[config.mk]
export PLATFORM = sky130hd
export DESIGN_NAME = pc_fetch_unit
export DESIGN_NICKNAME = d
export VERILOG_FILES = /design/src/rtl/pc_fetch_unit.sv
export SDC_FILE = /design/constraint.sdc
export NUM_CORES = 1
export LEC_CHECK = 0
export ABC_CLOCK_PERIOD_IN_PS = 7000
export BUFFER_PORTS_ARGS = -buffer_cell sky130_fd_sc_hd__buf_2
export CAP_MARGIN = 20
export CORE_UTILIZATION = 55
export CTS_BUF_LIST = sky130_fd_sc_hd__clkbuf_8
export DETAILED_ROUTE_END_ITERATION = 8
export GPL_TIMING_DRIVEN = 0
export PLACE_DENSITY = 0.95
export SKIP_CTS_REPAIR_TIMING = 1
export SLEW_MARGIN = 20
export SYNTH_ARGS = -nofsm -noshare
export SYNTH_HDL_FRONTEND = slang
export SYNTH_SLANG_ARGS = --single-unit
[constraint.sdc]
create_clock -name clk -period 7 [get_ports clk]
set_input_delay 1.05 -clock clk [delete_from_list [all_inputs] [get_ports clk]]
set_output_delay 1.05 -clock clk [all_outputs]
set_load 0.01 [all_outputs]
[src/rtl/pc_fetch_unit.sv]
// ----------------------------------------------------------------------------
// pc_fetch_unit
//   Holds the program counter and fetches one instruction per pass from
//   instruction memory over a req/ack handshake. The fetched word is presented
//   to control_unit during EXEC. On the EXEC cycle without stall, the
//   pc_control decision returned by control_unit forms the next PC.
//
// Ports
//   clk, rst     rising-edge clock, synchronous active-high reset
//   imem_req     fetch request (high only in FETCH)
//   imem_addr    fetch address (always equals pc)
//   imem_rdata   instruction word, valid with imem_ack
//   imem_ack     memory returns imem_rdata this cycle
//   instruction  registered instruction to control_unit
//   instr_valid  high while in EXEC
//   pc           current program counter
//   pc_plus4     pc + 4, wraps modulo 2^32
//   pc_control   0001 jump, 0010 jump register, 0011 branch taken, else seq
//   rs_data      jump-register target
//   stall        holds EXEC; pc does not advance
//   fetch_err    sticky: fetch timed out waiting for imem_ack
//   align_err    sticky: a misaligned next-PC target was seen
// ----------------------------------------------------------------------------
module pc_fetch_unit #(
    parameter logic [31:0] RESET_PC       = 32'h0000_0000,
    parameter int unsigned TIMEOUT_CYCLES = 16
) (
    input  logic        clk,
    input  logic        rst,
    output logic        imem_req,
    output logic [31:0] imem_addr,
    input  logic [31:0] imem_rdata,
    input  logic        imem_ack,
    output logic [31:0] instruction,
    output logic        instr_valid,
    output logic [31:0] pc,
    output logic [31:0] pc_plus4,
    input  logic [3:0]  pc_control,
    input  logic [31:0] rs_data,
    input  logic        stall,
    output logic        fetch_err,
    output logic        align_err
);

    localparam int unsigned      CNT_W    = $clog2(TIMEOUT_CYCLES);
    localparam logic [CNT_W-1:0] CNT_LAST = CNT_W'(TIMEOUT_CYCLES - 1);

    typedef enum logic [1:0] {
        IDLE  = 2'd0,
        FETCH = 2'd1,
        RETRY = 2'd2,
        EXEC  = 2'd3
    } state_t;

    state_t           state;
    state_t           state_nxt;
    logic [CNT_W-1:0] wait_cnt;
    logic [31:0]      next_pc;
    logic [31:0]      next_pc_aligned;
    logic             next_pc_misaligned;

    // Next-PC selection; all arithmetic wraps silently modulo 2^32.
    function automatic logic [31:0] calc_next_pc(
        input logic [3:0]  ctl,
        input logic [31:0] pc4,
        input logic [31:0] instr,
        input logic [31:0] rs
    );
        case (ctl)
            4'b0001: calc_next_pc = {pc4[31:28], instr[25:0], 2'b00};
            4'b0010: calc_next_pc = rs;
            4'b0011: calc_next_pc = pc4 + {{14{instr[15]}}, instr[15:0], 2'b00};
            default: calc_next_pc = pc4;
        endcase
    endfunction

    // A misaligned target is forced down to the enclosing word.
    function automatic logic [31:0] word_align(input logic [31:0] addr);
        word_align = {addr[31:2], 2'b00};
    endfunction

    assign pc_plus4           = pc + 32'd4;
    assign next_pc            = calc_next_pc(pc_control, pc_plus4, instruction, rs_data);
    assign next_pc_aligned    = word_align(next_pc);
    assign next_pc_misaligned = |next_pc[1:0];

    assign imem_req    = (state == FETCH);
    assign imem_addr   = pc;
    assign instr_valid = (state == EXEC);

    always_comb begin
        state_nxt = state;
        case (state)
            IDLE:  state_nxt = FETCH;
            FETCH: begin
                if (imem_ack)
                    state_nxt = EXEC;
                else if (wait_cnt == CNT_LAST)
                    state_nxt = RETRY;
            end
            RETRY: state_nxt = FETCH;
            EXEC:  begin
                if (!stall)
                    state_nxt = FETCH;
            end
            default: state_nxt = IDLE;
        endcase
    end

    always_ff @(posedge clk) begin
        if (rst) begin
            state       <= IDLE;
            pc          <= RESET_PC;
            instruction <= 32'h0000_0000;
            wait_cnt    <= '0;
            fetch_err   <= 1'b0;
            align_err   <= 1'b0;
        end else begin
            state <= state_nxt;
            case (state)
                FETCH: begin
                    if (imem_ack) begin
                        instruction <= imem_rdata;
                        wait_cnt    <= '0;
                    end else if (wait_cnt == CNT_LAST) begin
                        fetch_err <= 1'b1;
                        wait_cnt  <= '0;
                    end else begin
                        wait_cnt <= wait_cnt + CNT_W'(1);
                    end
                end
                EXEC: begin
                    // pc_control and rs_data matter only on this edge.
                    if (!stall) begin
                        pc <= next_pc_aligned;
                        if (next_pc_misaligned)
                            align_err <= 1'b1;
                    end
                end
                default: ;
            endcase
        end
    end

endmodule
Word-level counts from Yosys, hierarchy flattened
Index checks and enable logic that the tools add are counted.
{"block": "word_totals", "register_bits": 70, "inputBits": 72, "out_inout_bits": 132, "elab_cells": 35}
{"block": "classes", "addsub": 3, "n_eq_ne": 9, "muxes": 7, "bitwise": 2, "reduce_logical": 8}
{"op": "case mux 32 bit (3 select lines)", "count": 1}
{"op": "adder 32 x 3 -> 32 bit, second input constant", "count": 1}
{"op": "adder 32 bit", "count": 1}
{"op": "== test 4 x 2 -> 1 bit, second input constant", "count": 2}
{"op": "two-way mux 4 bit", "count": 2}
{"op": "two-way mux 2 bit", "count": 3}
{"op": "case mux 2 bit (3 select lines)", "count": 1}
{"op": "AND reduction 2 bit", "count": 3}
{"op": "AND reduction 3 bit", "count": 2}
{"op": "adder 4 x 1 -> 4 bit, second input constant", "count": 1}
{"op": "== test 2 bit, second input constant", "count": 2}
{"op": "== test 4 x 1 -> 1 bit, second input constant", "count": 1}
{"op": "== test 4 bit, second input constant", "count": 1}
{"op": "OR reduction 2 bit", "count": 2}
{"op": "!= test 3 x 1 -> 1 bit, second input constant", "count": 1}
{"op": "== test 2 x 1 -> 1 bit, second input constant", "count": 1}
{"op": "zero test 2 bit", "count": 1}
{"op": "!= test 2 bit, second input constant", "count": 1}
{"op": "NOT 1 bit", "count": 2}

Longest topological paths before layout
Gate-level depths: netlist of run 1.
{"block": "depth", "ltp_word": 5, "mapped_depth": 16}

Worst setup path after synthesis of run 1
Ideal clock, no wire load.
{"block": "synth_timing", "path_type": "register to register", "startpoint": "register pc[11], in the netlist imem_addr[11]", "endpoint": "register pc[30], in the netlist imem_addr[30]", "setup_time_ns": 0.124, "arrival_ns": 3.641, "required_ns": 6.876, "setup_slack_ns": 3.234, "stages_incl_launch_ff": 17, "synth_period_minus_slack_ns": 3.766, "cell_sequence": "dfxtp_1 buf_2 and4_1 nand4_2 nor2_1 nand2_1 nor3_1 xor2_1 ha_1 a21oi_1 inv_1 a221o_1 a21oi_1 o21bai_1 a2111oi_1 or4_1 nand3_1"}
{"block": "synth_between", "elab_chain_cells": 3}
{"element": "start: declaration", "line": "36", "source": "output logic [31:0] pc,"}
{"element": "start signal: assignment", "line": "135", "source": "pc <= next_pc_aligned;"}
{"element": "adder 32 x 3 -> 32 bit", "line": "82", "source": "assign pc_plus4 = pc + 32'd4;"}
{"element": "net pc_plus4[23]", "line": "37", "source": "output logic [31:0] pc_plus4,"}
{"element": "adder 32 bit", "line": "72", "source": "4'b0011: calc_next_pc = pc4 + {{14{instr[15]}}, instr[15:0], 2'b00};"}
{"element": "case mux 32 bit (3 select lines)", "line": "69", "source": "case (ctl)"}
The timed path passes the listed nets, and every way through them passes these cells.
A chain may end at the register's enable or synchronous reset.

Worst setup path after layout of run 1
{"block": "layout_timing", "startpoint": "register pc[3], in the netlist imem_addr[3]", "endpoint": "register pc[31], in the netlist imem_addr[31]"}
{"block": "layout_between", "elab_chain_cells": 3}
{"element": "adder 32 x 3 -> 32 bit (*)", "line": "82"}
{"element": "adder 32 bit", "line": "72"}
{"element": "case mux 32 bit (3 select lines) (*)", "line": "69"}
Mark *: on every way between the ends. The rest lies on a longest branch, timed or not.

==> results.sh, run 1 <==
export IMPL_status="finished clean"
export IMPL_setup_viol=0
export IMPL_post_synth_instance_area_um2=5880
export IMPL_netlist_top_cells_area="dfxtp_1 (24%), a21oi_1 (8.0%), nand2_1 (7.5%)"
export IMPL_synth_edf_count=0
export IMPL_clockRootBuffer="clkbuf_8"
export IMPL_drt_iter0_drc=1057
export IMPL_leakagePower_nw=3.55
export IMPL_grt_pass1_vias=6580
export IMPL_tightest_slew_ps=970
export IMPL_num_vias=7319
export IMPL_ios=204
export IMPL_rr_startpoint="imem_addr[3]"
export IMPL_r2r_setup_slack_ps=2580
export IMPL_cts_tree="built"
export IMPL_finalHoldViolations=0
export IMPL_max_freq_mhz=226
export IMPL_postRouteAntennaNets=0
export IMPL_io_buffer_count=197
export IMPL_yosys_area_top_type="dfxtp_1"
export IMPL_place_area_um2=7050
export IMPL_synth_top_area_frac=0.238
export IMPL_insertedDiodeCount=0
export IMPL_ys_top_cells_by_count="nand2_1 (117), a21oi_1 (94), nor2_1 (74)"
export IMPL_ir_drop_v=0.000171
export IMPL_layout_setup_ws_ps=2580
export IMPL_finalCriticalPeriod_ps=4420
export IMPL_startpoint_type="flop"
export IMPL_end_kind="flop"
export IMPL_slowest_stage="dfxtp_1"
export IMPL_arrival_ps=4700
export IMPL_fin_util=0.703
export IMPL_crit_required_ps=7280
export IMPL_synthDistinctLibCells=73
export IMPL_yosysSeqAreaShare=0.238
export IMPL_ys_flop_type="dfxtp_1"
export IMPL_gr_total_overflow=0
export IMPL_clk_path_buf_depth=2
export IMPL_critical_path_top_cell_by_count="nand3_1"
export IMPL_core_area_um2=10300
export IMPL_slew_headroom=0.352
export IMPL_hpwl_um=16700
export IMPL_avgSynthCellArea_um2=7.26
export IMPL_power_density_nw_per_um2=131
export IMPL_cts_sinks=70
export IMPL_place_ws_ps=2820
export IMPL_worst_path_buf_inv=1
export IMPL_cpPeakStageDelay_ps=520
export IMPL_std_cell_rows=37
export IMPL_wl_um=21700
export IMPL_die_x_um=105
export IMPL_cts_buffers=9
export IMPL_cts_max_level=3
export IMPL_r2r_end="imem_addr[31]"
export IMPL_clk_pin_slew_ps=90
export IMPL_path_max_fanout=7
export IMPL_antenna_found_initial=0
export IMPL_hold_path_class="reg2reg"
export IMPL_drv_cap=0
export IMPL_async_flop_share=0
export IMPL_grt_max_degree=22
export IMPL_yosysMostFrequentCell="nand2_1"
export IMPL_clock_latency_ps=360
export IMPL_holdPathEnd="align_err"
export IMPL_gp_congestion=0.997
export IMPL_vias_per_cell=6.29
export IMPL_syn_inst=810
export IMPL_crit_type="reg2reg"
export IMPL_finClkSkew_ps=14.9
export IMPL_ys_warn_count=0
export IMPL_whs_path_depth=2
export IMPL_slew_violations=0
export IMPL_path_cells="ha_1 > nand3_1 > nor2_1 > nand3_1 > xnor2_1 > ha_1 > clkbuf_1 > a21oi_1 > o21bai_1 > a211oi_1 > nand3_1 > a31oi_1 > xnor2_1 > or3_1 > o211ai_1"
export IMPL_die_h_um=105
export IMPL_critical_path_top_delay_family="simple AND/OR/NAND/NOR gates"
export IMPL_rsz0062_at_grt="no"
export IMPL_nNetsFinal=1130
export IMPL_first_pass_iters=6
export IMPL_ys_ff_latch=70
export IMPL_dieArea_um2=11100
export IMPL_setup_tns_ps=0
export IMPL_fin_area_um2=7260
export IMPL_drc=0
export IMPL_wl_per_cell_um=18.7
export IMPL_ff2ff_path_depth=15
export IMPL_fin_crit_sh=0.631
export IMPL_grt_usage=0.386
export IMPL_grt_pass1_wl_um=33700
export IMPL_worstHoldStart="align_err"
export IMPL_drive_above_1_share=0.262
export IMPL_start_util=0.569
export IMPL_layout_area_overhead_vs_synth_pct=23.5
[layout by cell type (no fill, tap or decap), types with 6 or more instances in the layout]
cell and count:
ha_1 34, a211o_1 6, buf_4 36, conb_1 6, and2_1 7, nor3_1 16, o22ai_1 9, clkbuf_8 9
nor2_1 74, nand2_1 117, inv_1 17, dfxtp_1 70, a211oi_1 13, o211ai_1 6, a21oi_1 94, xor2_1 21
o21ai_0 40, nand3_1 28, and3_1 23, buf_2 199, xnor2_1 27, a31oi_1 11, nand2b_1 8, a21o_1 10
nand4_1 7, clkbuf_1 40
[where the power goes]
group / leakage [nW] / switching [mW] / internal, mW
Sequential: 0.568 / 0.0157 / 0.409
Combinational: 2.89 / 0.111 / 0.0663
Clock: 0.0968 / 0.181 / 0.169
Total: 3.55 / 0.307 / 0.645
[per-stage QoR]
stage | hold WS [ps] | instances | power (mW)
2_1_floorplan | 449 | 815 | 0.530
3_3_place_gp | 436 | 1148 | 0.600
3_5_place_dp | 439 | 1148 | 0.603
4_1_cts | 452 | 1164 | 0.940
5_1_grt | 475 | 1164 | 0.980
6_report | 451 | 1164 | 0.952
[cell families after synthesis]
| family | after synthesis | synth area share |
|---|---|---|
| compound gates | 243 | 0.270 |
| xor+xnor | 48 | 0.0715 |
| fa+ha+maj | 35 | 0.0758 |
| buf+inv | 98 | 0.0860 |
| flops | 70 | 0.238 |
| mux | 6 | 0.0104 |
| other cells | 1 | 0.000638 |
| simple gates | 309 | 0.247 |
[how the worst max path moves through the flow]
stage | from | to | slack, ps | cells after the start
6_report | imem_addr[3] | imem_addr[31] | 2580 | 15
5_1_grt | imem_addr[3] | imem_addr[31] | 2280 | 15
4_1_cts | imem_addr[3] | imem_addr[31] | 2800 | 15
3_5_place_dp | imem_addr[11] | imem_addr[30] | 2820 | 16
3_3_place_gp | imem_addr[11] | imem_addr[30] | 2840 | 16
2_1_floorplan | imem_addr[11] | imem_addr[30] | 3230 | 16
[flip-flops by register name (all words and copies together), names as in the netlist]
name / flops
align_err: 1
fetch_err: 1
imem_addr: 30
instruction: 32
state: 2
wait_cnt: 4
[per-layer routing]
layer	vias to the layer above	global-route usage	share of wire
li1	3306	-	-
met4	0	0.198	0.051
met1	3268	0.482	0.36
met2	623	0.617	0.44
met3	122	0.0921	0.15
met5	-	0	0
[tightest hold or removal path, cell delays in order (launching register included)]
cell and delay (ps):
dfxtp_1 320, inv_1 40, a21oi_1 50
[layout make-up]
type	instances	area, um^2
multi-input combinational	647	3990
fill	858	3070
sequential	70	1400
timing repair buffer	197	986
buffer	81	442
tap	136	170
clock buffer	9	124
clock inverter	7	80.1
inverter	17	63.8
(Power assumes the default switching activity.)
==> inputs of run 2 (changes only) <==
--- a/config.mk
+++ b/config.mk
@@ -5,14 +5,14 @@
 export SDC_FILE = /design/constraint.sdc
 export NUM_CORES = 1
 export LEC_CHECK = 0
-export ABC_CLOCK_PERIOD_IN_PS = 7000
+export ABC_CLOCK_PERIOD_IN_PS = 4100
 export BUFFER_PORTS_ARGS = -buffer_cell sky130_fd_sc_hd__buf_2
 export CAP_MARGIN = 20
-export CORE_UTILIZATION = 55
+export CORE_UTILIZATION = 53
 export CTS_BUF_LIST = sky130_fd_sc_hd__clkbuf_8
 export DETAILED_ROUTE_END_ITERATION = 8
 export GPL_TIMING_DRIVEN = 0
-export PLACE_DENSITY = 0.95
+export PLACE_DENSITY = 0.94
 export SKIP_CTS_REPAIR_TIMING = 1
 export SLEW_MARGIN = 20
 export SYNTH_ARGS = -nofsm -noshare
==> constraint.sdc (replaced) <==
create_clock -name clk -period 4.1 [get_ports clk]
set_input_delay 0.615 -clock clk [delete_from_list [all_inputs] [get_ports clk]]
set_output_delay 0.615 -clock clk [all_outputs]
set_load 0.01 [all_outputs]
==> run 2 against run 1 <==
Compared with the run above: count of clock-buffer cells in the layout is the same; global-route usage is 0.80 points lower; register-to-register slack worse by 2500 ps; final area up 1.4%; sequential power rose by 71%; critical path depth is 1 higher; critical endpoint unchanged; largest cell class unchanged; highest routed layer unchanged.
==> results.sh, run 2 (same netlist as run 1, synthesis figures left out) <==
export IMPL_slew_headroom=0.319
export IMPL_wl_met3_um=3070
export IMPL_place_area_um2=7060
export IMPL_crit_required_ps=4400
export IMPL_core_area_um2=10800
export IMPL_startpoint_type="flop"
export IMPL_vias_per_cell=6.25
export IMPL_drt_iter0_drc=1007
export IMPL_wl_um=22400
export IMPL_die_x_um=107
export IMPL_finalCriticalPeriod_ps=3980
export IMPL_clk_path_buf_depth=2
export IMPL_die_h_um=107
export IMPL_drv_cap=0
export IMPL_grt_usage=0.378
export IMPL_tightest_slew_ps=1020
export IMPL_io_buffer_count=197
export IMPL_clk_pin_slew_ps=100
export IMPL_hold_path_class="reg2reg"
export IMPL_dr_max_layer_used="met4"
export IMPL_cts_buffers=9
export IMPL_top_register="instruction"
export IMPL_mostFrequentLayoutCell="buf_2"
export IMPL_gr_total_overflow=0
export IMPL_dieArea_um2=11500
export IMPL_fin_area_um2=7360
export IMPL_clockRootBuffer="clkbuf_8"
export IMPL_arrival_ps=4280
export IMPL_path_cells="buf_2 > and4_4 > nand4_4 > nor2_2 > nand3_1 > xnor2_2 > ha_1 > clkbuf_1 > a21oi_1 > o21bai_1 > a211oi_1 > nand3_1 > a31oi_4 > xnor2_1 > or3_1 > o211ai_1"
export IMPL_cpPeakStageDelay_ps=370
export IMPL_layout_area_overhead_vs_synth_pct=25.2
export IMPL_path_max_fanout=8
export IMPL_final_cell_mix="buf_2 (199), nand2_1 (116), a21oi_1 (94)"
export IMPL_largest_reg_flops=32
export IMPL_gp_congestion=0.993
export IMPL_hpwl_um=16800
export IMPL_slew_violations=0
export IMPL_routed_wl_met2_um=9920
export IMPL_max_freq_mhz=251
export IMPL_nNetsFinal=1132
export IMPL_drive_above_1_share=0.281
export IMPL_wl_met1_um=8330
export IMPL_finalHoldViolations=0
export IMPL_power_density_nw_per_um2=215
export IMPL_clock_latency_ps=370
export IMPL_dp_cells=1152
export IMPL_ir_drop_v=0.000264
export IMPL_num_vias=7308
export IMPL_fin_hold_ws_ps=460
export IMPL_stdcell_count=1170
export IMPL_grt_max_degree=22
export IMPL_cts_tree="built"
export IMPL_cts_sinks=70
export IMPL_grt_pass1_wl_um=33500
export IMPL_start_util=0.542
export IMPL_first_pass_iters=9
export IMPL_drc=0
export IMPL_leakagePower_nw=3.60
export IMPL_fin_crit_sh=0.972
export IMPL_critical_path_top_cell_by_count="nand3_1"
export IMPL_insertedDiodeCount=0
export IMPL_postRouteAntennaNets=0
export IMPL_slowest_stage="dfxtp_1"
export IMPL_std_cell_rows=38
export IMPL_grt_pass1_vias=6525
export IMPL_status="finished clean"
export IMPL_crit_type="reg2reg"
export IMPL_end_kind="flop"
export IMPL_p_total_mw=1.59
export IMPL_ios=204
export IMPL_wl_per_cell_um=19.1
export IMPL_setup_viol=0
export IMPL_cts_max_level=3
export IMPL_finClkSkew_ps=19.5
export IMPL_antenna_found_initial=0
## run 2: power by group
part	total [mW]	switching (mW)	internal [mW]	leakage, nW
sequential	0.728	0.0285	0.699	0.571
combinational	0.302	0.188	0.114	2.94
clock	0.555	0.324	0.231	0.0888
## run 2: per-stage QoR
step	setup WS (ps)	TNS, ps	util
after CTS	-153	-282	0.668
final	116	0	0.679
after global routing	-36.2	-36.2	0.679
after global placement	-67.0	-119	0.651
after detailed placement	-139	-224	0.651
after floorplan	334	0	-
## run 2: worst paths after layout
check | startpoint | endpoint | slack, ps | depth (start not counted)
hold / removal | instruction[29] | instruction[29] | 460 | 2
setup reg to reg | imem_addr[11] | imem_addr[31] | 120 | 16
hold reg to reg | instruction[29] | instruction[29] | 460 | 2
setup / recovery | imem_addr[11] | imem_addr[31] | 120 | 16
## run 2: layout make-up
cell class              instances  area, um^2
plain buffers                  81         442
clock buffers                   9         124
clock inverters                 7        61.3
fillers                       967        3480
inverters                      17        63.8
multi-input cells             647        4090
flip-flops and latches         70        1410
well taps                     140         175
repair buffers                199        1000
## run 2: critical path, delay by kind of cell, from the launching register on
family	cells	cell delay (ps)
xor+xnor	2	340
compound gates	5	1000
fa+ha+maj	1	270
flops	1	370
simple gates	6	1540
buf+inv	2	400
## run 2: routing by layer
metal | GRT usage | vias up
met3 | 0.0847 | 109
li1 | - | 3307
met5 | 0.0143 | -
met1 | 0.488 | 3314
met2 | 0.588 | 578
met4 | 0.193 | 0
